==> src/rtl/cnt_seq.sv <==
// cnt_seq: sequencer that steers an external up/down counter through
// up-once, down-once or bounce (up/down round trips) sequences.
//
// Ports:
//   clk      - clock, all state changes on the rising edge
//   nrst     - asynchronous active-low reset
//   start    - begin a sequence (sampled in IDLE only)
//   mode     - 00 up-once, 01 down-once, 10 bounce, 11 reserved (rejected)
//   limit    - up-count target, latched at start
//   passes   - bounce round trips, latched at start (0 means 1)
//   abort    - terminate the running sequence at the next edge
//   cnt_q    - present value of the external counter
//   cnt_en   - counter enable (combinational)
//   cnt_down - counter direction, 1 = down
//   busy     - sequencer not in IDLE
//   done     - one-cycle completion pulse
//   err      - one-cycle pulse after a rejected (reserved-mode) start
module cnt_seq #(
    parameter int W  = 3,
    parameter int PW = 2
) (
    input  logic          clk,
    input  logic          nrst,
    input  logic          start,
    input  logic [1:0]    mode,
    input  logic [W-1:0]  limit,
    input  logic [PW-1:0] passes,
    input  logic          abort,
    input  logic [W-1:0]  cnt_q,
    output logic          cnt_en,
    output logic          cnt_down,
    output logic          busy,
    output logic          done,
    output logic          err
);

    typedef enum logic [1:0] {
        S_IDLE = 2'd0,
        S_UP   = 2'd1,
        S_DOWN = 2'd2,
        S_DONE = 2'd3
    } state_t;

    localparam logic [1:0]    MODE_DOWN = 2'b01;
    localparam logic [1:0]    MODE_BNC  = 2'b10;
    localparam logic [1:0]    MODE_RSV  = 2'b11;
    localparam logic [PW-1:0] PASS_ONE  = PW'(1'b1);

    state_t        state_r, state_s;
    logic [W-1:0]  lim_r, lim_s;
    logic [1:0]    mode_r, mode_s;
    logic [PW-1:0] pass_r, pass_s;
    logic          err_r, err_s;
    logic          cnt_en_s;
    logic          at_lim_s;
    logic          at_zero_s;

    assign at_lim_s  = (cnt_q == lim_r);
    assign at_zero_s = (cnt_q == {W{1'b0}});

    // Next-state, parameter latching and counter-enable decode
    always_comb begin
        state_s  = state_r;
        lim_s    = lim_r;
        mode_s   = mode_r;
        pass_s   = pass_r;
        err_s    = 1'b0;
        cnt_en_s = 1'b0;
        case (state_r)
            S_IDLE: begin
                // abort together with start suppresses both acceptance and err
                if (start && !abort) begin
                    if (mode == MODE_RSV) begin
                        err_s = 1'b1;
                    end else begin
                        lim_s  = limit;
                        mode_s = mode;
                        pass_s = (passes == {PW{1'b0}}) ? PASS_ONE : passes;
                        state_s = (mode == MODE_DOWN) ? S_DOWN : S_UP;
                    end
                end else begin
                    state_s = S_IDLE;
                end
            end
            S_UP: begin
                if (abort) begin
                    state_s = S_IDLE;
                end else if (at_lim_s) begin
                    // the turnaround cycle itself never enables the counter
                    state_s = (mode_r == MODE_BNC) ? S_DOWN : S_DONE;
                end else begin
                    cnt_en_s = 1'b1;
                end
            end
            S_DOWN: begin
                if (abort) begin
                    state_s = S_IDLE;
                end else if (at_zero_s) begin
                    if (mode_r == MODE_BNC) begin
                        if (pass_r == PASS_ONE) begin
                            state_s = S_DONE;
                        end else begin
                            pass_s  = pass_r - PASS_ONE;
                            state_s = S_UP;
                        end
                    end else begin
                        state_s = S_DONE;
                    end
                end else begin
                    cnt_en_s = 1'b1;
                end
            end
            S_DONE: begin
                state_s = S_IDLE;
            end
            default: begin
                state_s = S_IDLE;
            end
        endcase
    end

    // State, latched parameters and error pulse registers
    always_ff @(posedge clk or negedge nrst) begin
        if (!nrst) begin
            state_r <= S_IDLE;
            lim_r   <= {W{1'b0}};
            mode_r  <= 2'b00;
            pass_r  <= {PW{1'b0}};
            err_r   <= 1'b0;
        end else begin
            state_r <= state_s;
            lim_r   <= lim_s;
            mode_r  <= mode_s;
            pass_r  <= pass_s;
            err_r   <= err_s;
        end
    end

    assign cnt_en   = cnt_en_s;
    assign cnt_down = (state_r == S_DOWN);
    assign busy     = (state_r != S_IDLE);
    // an abort during the DONE cycle cancels the completion pulse
    assign done     = (state_r == S_DONE) && !abort;
    assign err      = err_r;

endmodule

==> config.mk <==
export PLATFORM = sky130hd
export DESIGN_NAME = cnt_seq
export DESIGN_NICKNAME = d
export VERILOG_FILES = /design/src/rtl/cnt_seq.sv
export SDC_FILE = /design/constraint.sdc
export NUM_CORES = 1
export LEC_CHECK = 0
export ABC_CLOCK_PERIOD_IN_PS = 2100
export CORE_MARGIN = 2
export CORE_UTILIZATION = 35
export CTS_BUF_LIST = sky130_fd_sc_hd__clkbuf_8 sky130_fd_sc_hd__clkbuf_16
export DETAILED_ROUTE_END_ITERATION = 10
export RECOVER_POWER = 100
export SLEW_MARGIN = 20
export SYNTH_ARGS = -nofsm -noshare
export SYNTH_HDL_FRONTEND = slang
export SYNTH_SLANG_ARGS = --single-unit
==> constraint.sdc <==
create_clock -name clk -period 2.1 [get_ports clk]
set_input_delay 0.525 -clock clk [delete_from_list [all_inputs] [get_ports clk]]
set_output_delay 0.525 -clock clk [all_outputs]
set_load 0.005 [all_outputs]
# --- Yosys cells after proc, flatten, opt, wreduce, memory -nomap -nowiden ---
# Index checks and enable logic that the tools add are counted.
word_totals:
  wordCells: 62
  register_bits: 10
  output_inout_bits: 5
  inputBits: 14
op_classes:
  reduce_logical: 11
  bitwise_logic: 1
  eq_ne: 17
  add_sub_neg: 1
  n_mux: 27
op_table:
  columns: ["op", "count"]
  rows:
  - ["$mux W2", 16]
  - ["$eq A2 B2 Y1 const B", 4]
  - ["$mux W1", 8]
  - ["$ne A2 B2 Y1 const B", 4]
  - ["$pmux W2 S4", 1]
  - ["$reduce_and A7 Y1", 1]
  - ["$eq A2 B1 Y1 const B", 3]
  - ["$ne A3 B3 Y1 const B", 2]
  - ["$reduce_and A3 Y1", 2]
  - ["$logic_not A2 Y1", 2]
  - ["$ne A2 B1 Y1 const B", 2]
  - ["$pmux W2 S2", 1]
  - ["$reduce_bool A2 Y1", 2]
  - ["$eq A3 B3 Y1", 1]
  - ["$logic_not A3 Y1", 1]
  - ["$ne A3 B2 Y1 const B", 1]
  - ["$logic_and A1 B1 Y1", 2]
  - ["$pmux W1 S2", 1]
  - ["$sub A2 B1 Y2 const B", 1]
  - ["$logic_not A1 Y1", 1]
  - ["$not A1 Y1", 1]

# --- Depth between registers and ports, before layout ---
logic_depth:
  depth_word: 6
  mapped_depth: 7
  mapped_depth_nobuf: 7

# --- Least setup slack after synthesis ---
# Ideal clock, no wire load.
synth_timing:
  path_kind: "input port to output port"
  from: "input cnt_q[0]"
  to: "output cnt_en"
  setup_slack_ps: 276
  n_path_buf: 0
  path_stages: 4
  required_time_ps: 1575
  arrival_ps: 1299
  cell_sequence: "xor2_1 -> nor3_1 -> o32ai_1 -> and2_1"
synth_between:
  elab_chain_cells: 4
  word_cells_on_any_way: 7
  cone_classes: "eq/ne: 1; mux: 5; reduce/logical: 1"
synth_rtl:
  columns: ["element", "line_no", "rtl"]
  rows:
  - ["start: declaration", "29", "input logic [W-1:0] cnt_q,"]
  - ["$eq A3 B3 Y1 / $logic_not A3 Y1 (equally long branches)", "58, 59", null]
  - ["$mux W1 (on tied branches)", "88, 98", null]
  - ["$mux W1 (on tied branches)", "86, 96", null]
  - ["$pmux W1 S2 (*)", "69", "case (state_r)"]
  - ["end: declaration", "30", "output logic cnt_en,"]
# Mark *: on every way between the ends. The rest lies on a longest branch, timed or not.

# --- Final worst setup path ---
# Ends and elaborated chain as after synthesis.

==> impl_metrics.csv <==
group,metric,value,unit
hold_path,hold_path_class,"reg -> reg",
critical_path,critPathRequiredTime,1.57,ns
sta,finClkSkew,0.00338,ns
pwr,p_leak,0.479,nW
synth,synth_top_area_frac,0.397,
grt,antenna_found_initial,0,
sta,rsz0062_at_grt,"true",
critical_path,worst-path-max-fanout,2,
critical_path,slowest_stage,"clkdlybuf4s15_1",
critical_path,timing.rr.end,"pass_r[0]",
critical_path,r2r_slack,0.25,ns
routing,routed_wl,1430,um
critical_path,max_stage_delay,0.21,ns
hold_path,min_to,"mode_r[0]",
placed_design,gp_congestion,0.739,
die,fp.dieH,46.4,um
routing,post_drt_wl_per_cell,11.3,um
critical_path,path_depth,6,
cts,numCtsBuffers,3,
synth,yosysUniqueCellTypes,27,
grt,grt_overflow,0,
routing,dr.pass1.iters,4,
die,die_w,46.4,um
synth,ys_seq_area_frac,0.397,
placed_design,io_buffers,18,
hold_path,min_path_cells,2,
pwr,power,0.00113,W
job,drv_cap,0,
cts,htree_levels,1,
sta,tns,0,ns
sta,relSlewSlack,0.684,
critical_path,r2r_cells,8,
sta,final_max_slew_viol_count,0,
pwr,power.density,1100,nW/um^2
synth,avgSynthCellArea,9.70,um^2
critical_path,path_class,"in -> out",
synth,syn_nets,84,
cts,clk_latency,0.24,ns
final_layout,antennaDiodeCount,0,
synth,yosys-top-cells-area,"dfrtp_1 (40%), ha_1 (9.9%), mux2_2 (5.4%)",
sta,min_period,2.05,ns
grt,grt_max_degree,11,
routing,vias,570,
sta,worstMarginPinSlew,0.472,ns
critical_path,critPathArrivalTime,1.52,ns
cts,cts_root_buf,"clkbuf_8",
placed_design,hpwl,1160,um
sta,holdWs,0.507,ns
final_layout,area_growth,63.3,%
routing,vias_per_cell,4.49,
die,die_area,2160,um^2
critical_path,cp_num_buf_inv,2,
cts,clock-sinks,10,
synth,yosysTopAreaCell,"dfrtp_1",
synth,synth-seq-cells,10,
synth,synth_area,631,um^2
final_layout,drive_gt1_frac,0.294,
routing,drt_iter0_drc,10,
final_layout,nets,122,
critical_path,crit_chain,"clkdlybuf4s15_1 -> xor2_1 -> nor3_2 -> o32ai_2 -> and2_1 -> buf_2",
final_layout,n_fill_cell,151,
sta,finalSetupViolations,0,
grt,grt_pass1_vias,567,
grt,grt_pass1_wl,2310,um
sta,final_hold_viol_count,0,
synth,synthCells,65,
sta,fmax,488,MHz
critical_path,r2r_start,"state_r[0]",
die,coreArea,1710,um^2
die,boundaryPins,19,
grt,gr-usage-all-layers,0.158,
cts,cts.clk_slew.worst_paths,0.05,ns
critical_path,cpLargestDelayFamily,"simple AND/OR/NAND/NOR gates",
hold_path,min-delay-start,"mode_r[0]",
routing,ant_nets,0,
pwr,vdd_ir_drop_max,660,uV
synth,yosys_warnings,0,
die,start_util,0.369,
sta,finalCritPeriodShare,0.975,
critical_path,end_kind,"primary output",
cts,clockBufferDepth,2,
die,rows,15,
routing,drc,0,
critical_path,crit_path_start_kind,"input pin",
cts,cts_tree,"done",
outcome,status,"complete, no violations",
metal layers:
metal / part of all wire / up-vias / track usage
met2: 0.51 / 11 / 0.264
met3: 0.049 / 0 / 0.0588
met5: 0 / - / 0
li1: - / 301 / -
met4: 0 / 0 / 0.0686
met1: 0.44 / 258 / 0.179
power by group:
part           leakage, nW  internal, W  switching [W]  total, W
sequential           0.122     0.000279      0.0000569  0.000335
combinational        0.328     0.000314       0.000239  0.000553
clock               0.0288     0.000165      0.0000767  0.000242
worst reg2reg max path, cell delays in order, from the launching register on:
cell and delay (ns):
dfrtp_1 0.37, inv_1 0.09, buf_4 0.14, ha_1 0.20, inv_1 0.07, a21oi_1 0.05
or4b_1 0.59, nand3_1 0.13, o211ai_2 0.07
cell usage after synthesis:
master	instances
a211oi_1	1
a21o_1	1
a21oi_1	3
a311oi_1	1
a31oi_1	1
and2_1	1
dfrtp_1	10
ha_1	5
inv_1	7
mux2_2	3
nand2_1	2
nand2b_1	2
nand2b_4	1
nand3_1	2
nor2_1	7
nor2b_1	1
nor2b_2	1
nor3_1	4
o211ai_2	1
o21a_1	1
o21ai_0	1
o22ai_1	1
o32ai_1	2
or2_0	1
or2_2	1
or4b_4	1
xor2_1	3
placed cells by master (no fill, tap or decap), types with 3 or more instances in the layout:
cell type | Yosys | routed
clkdlybuf4s50_1 | 0 | 9
a21oi_1 | 3 | 3
dlygate4sd3_1 | 0 | 3
mux2_2 | 3 | 3
nor2_1 | 7 | 7
clkbuf_8 | 0 | 4
xor2_1 | 3 | 3
inv_1 | 7 | 7
clkdlybuf4s15_1 | 0 | 3
ha_1 | 5 | 4
buf_4 | 0 | 13
dfrtp_1 | 10 | 10
sequential cells by signal, summed over array words and instances, names as in the netlist:
signal / count
err: 1
lim_r: 3
mode_r: 2
pass_r: 2
state_r: 2
per-stage QoR:
step / area [um^2] / std cells / utilization / worst slack [ns]
after global routing: 1030 / 127 / 0.603 / -0.0166
after floorplan: 631 / 65 / - / 0.276
after global placement: 947 / 122 / 0.555 / -0.656
after CTS: 1020 / 127 / 0.596 / 0.000643
after detailed placement: 947 / 122 / 0.555 / -0.659
final: 1030 / 127 / 0.603 / 0.0515
repair_timing:
action	in CTS	in global routing
endpoints found under the setup margin	3	2
resized for setup	12	6
pin swaps	5	7
setup buffers	1	0
hold buffers	0	0
gates cloned	0	0
kinds of logic after synthesis:
kind of cell	after synthesis	share of synthesized area
AOI/OAI and AO/OA	13	0.149
xor gates and xnor gates	3	0.0417
adders and majority gates	5	0.0992
buffers and inverters	7	0.0417
DFF	10	0.397
muxes	3	0.0536
and+or+nand+nor	24	0.218
area by class of cell:
class | instances | area (um^2) | area share
multi-input combinational | 48 | 385 | 0.374
timing repair buffer | 33 | 282 | 0.273
sequential | 10 | 250 | 0.243
clock buffer | 4 | 55.1 | 0.0535
tap | 25 | 31.3 | 0.0304
inverter | 7 | 26.3 | 0.0255
how the worst max path moves through the flow:
stage / startpoint / end
2_1_floorplan: cnt_q[0] / cnt_en
3_3_place_gp: cnt_q[0] / cnt_en
4_1_cts: cnt_q[1] / cnt_en
3_5_place_dp: cnt_q[0] / cnt_en
6_report: cnt_q[0] / cnt_en
5_1_grt: state_r[0] / cnt_down
Power figures use the tool's default switching activity.
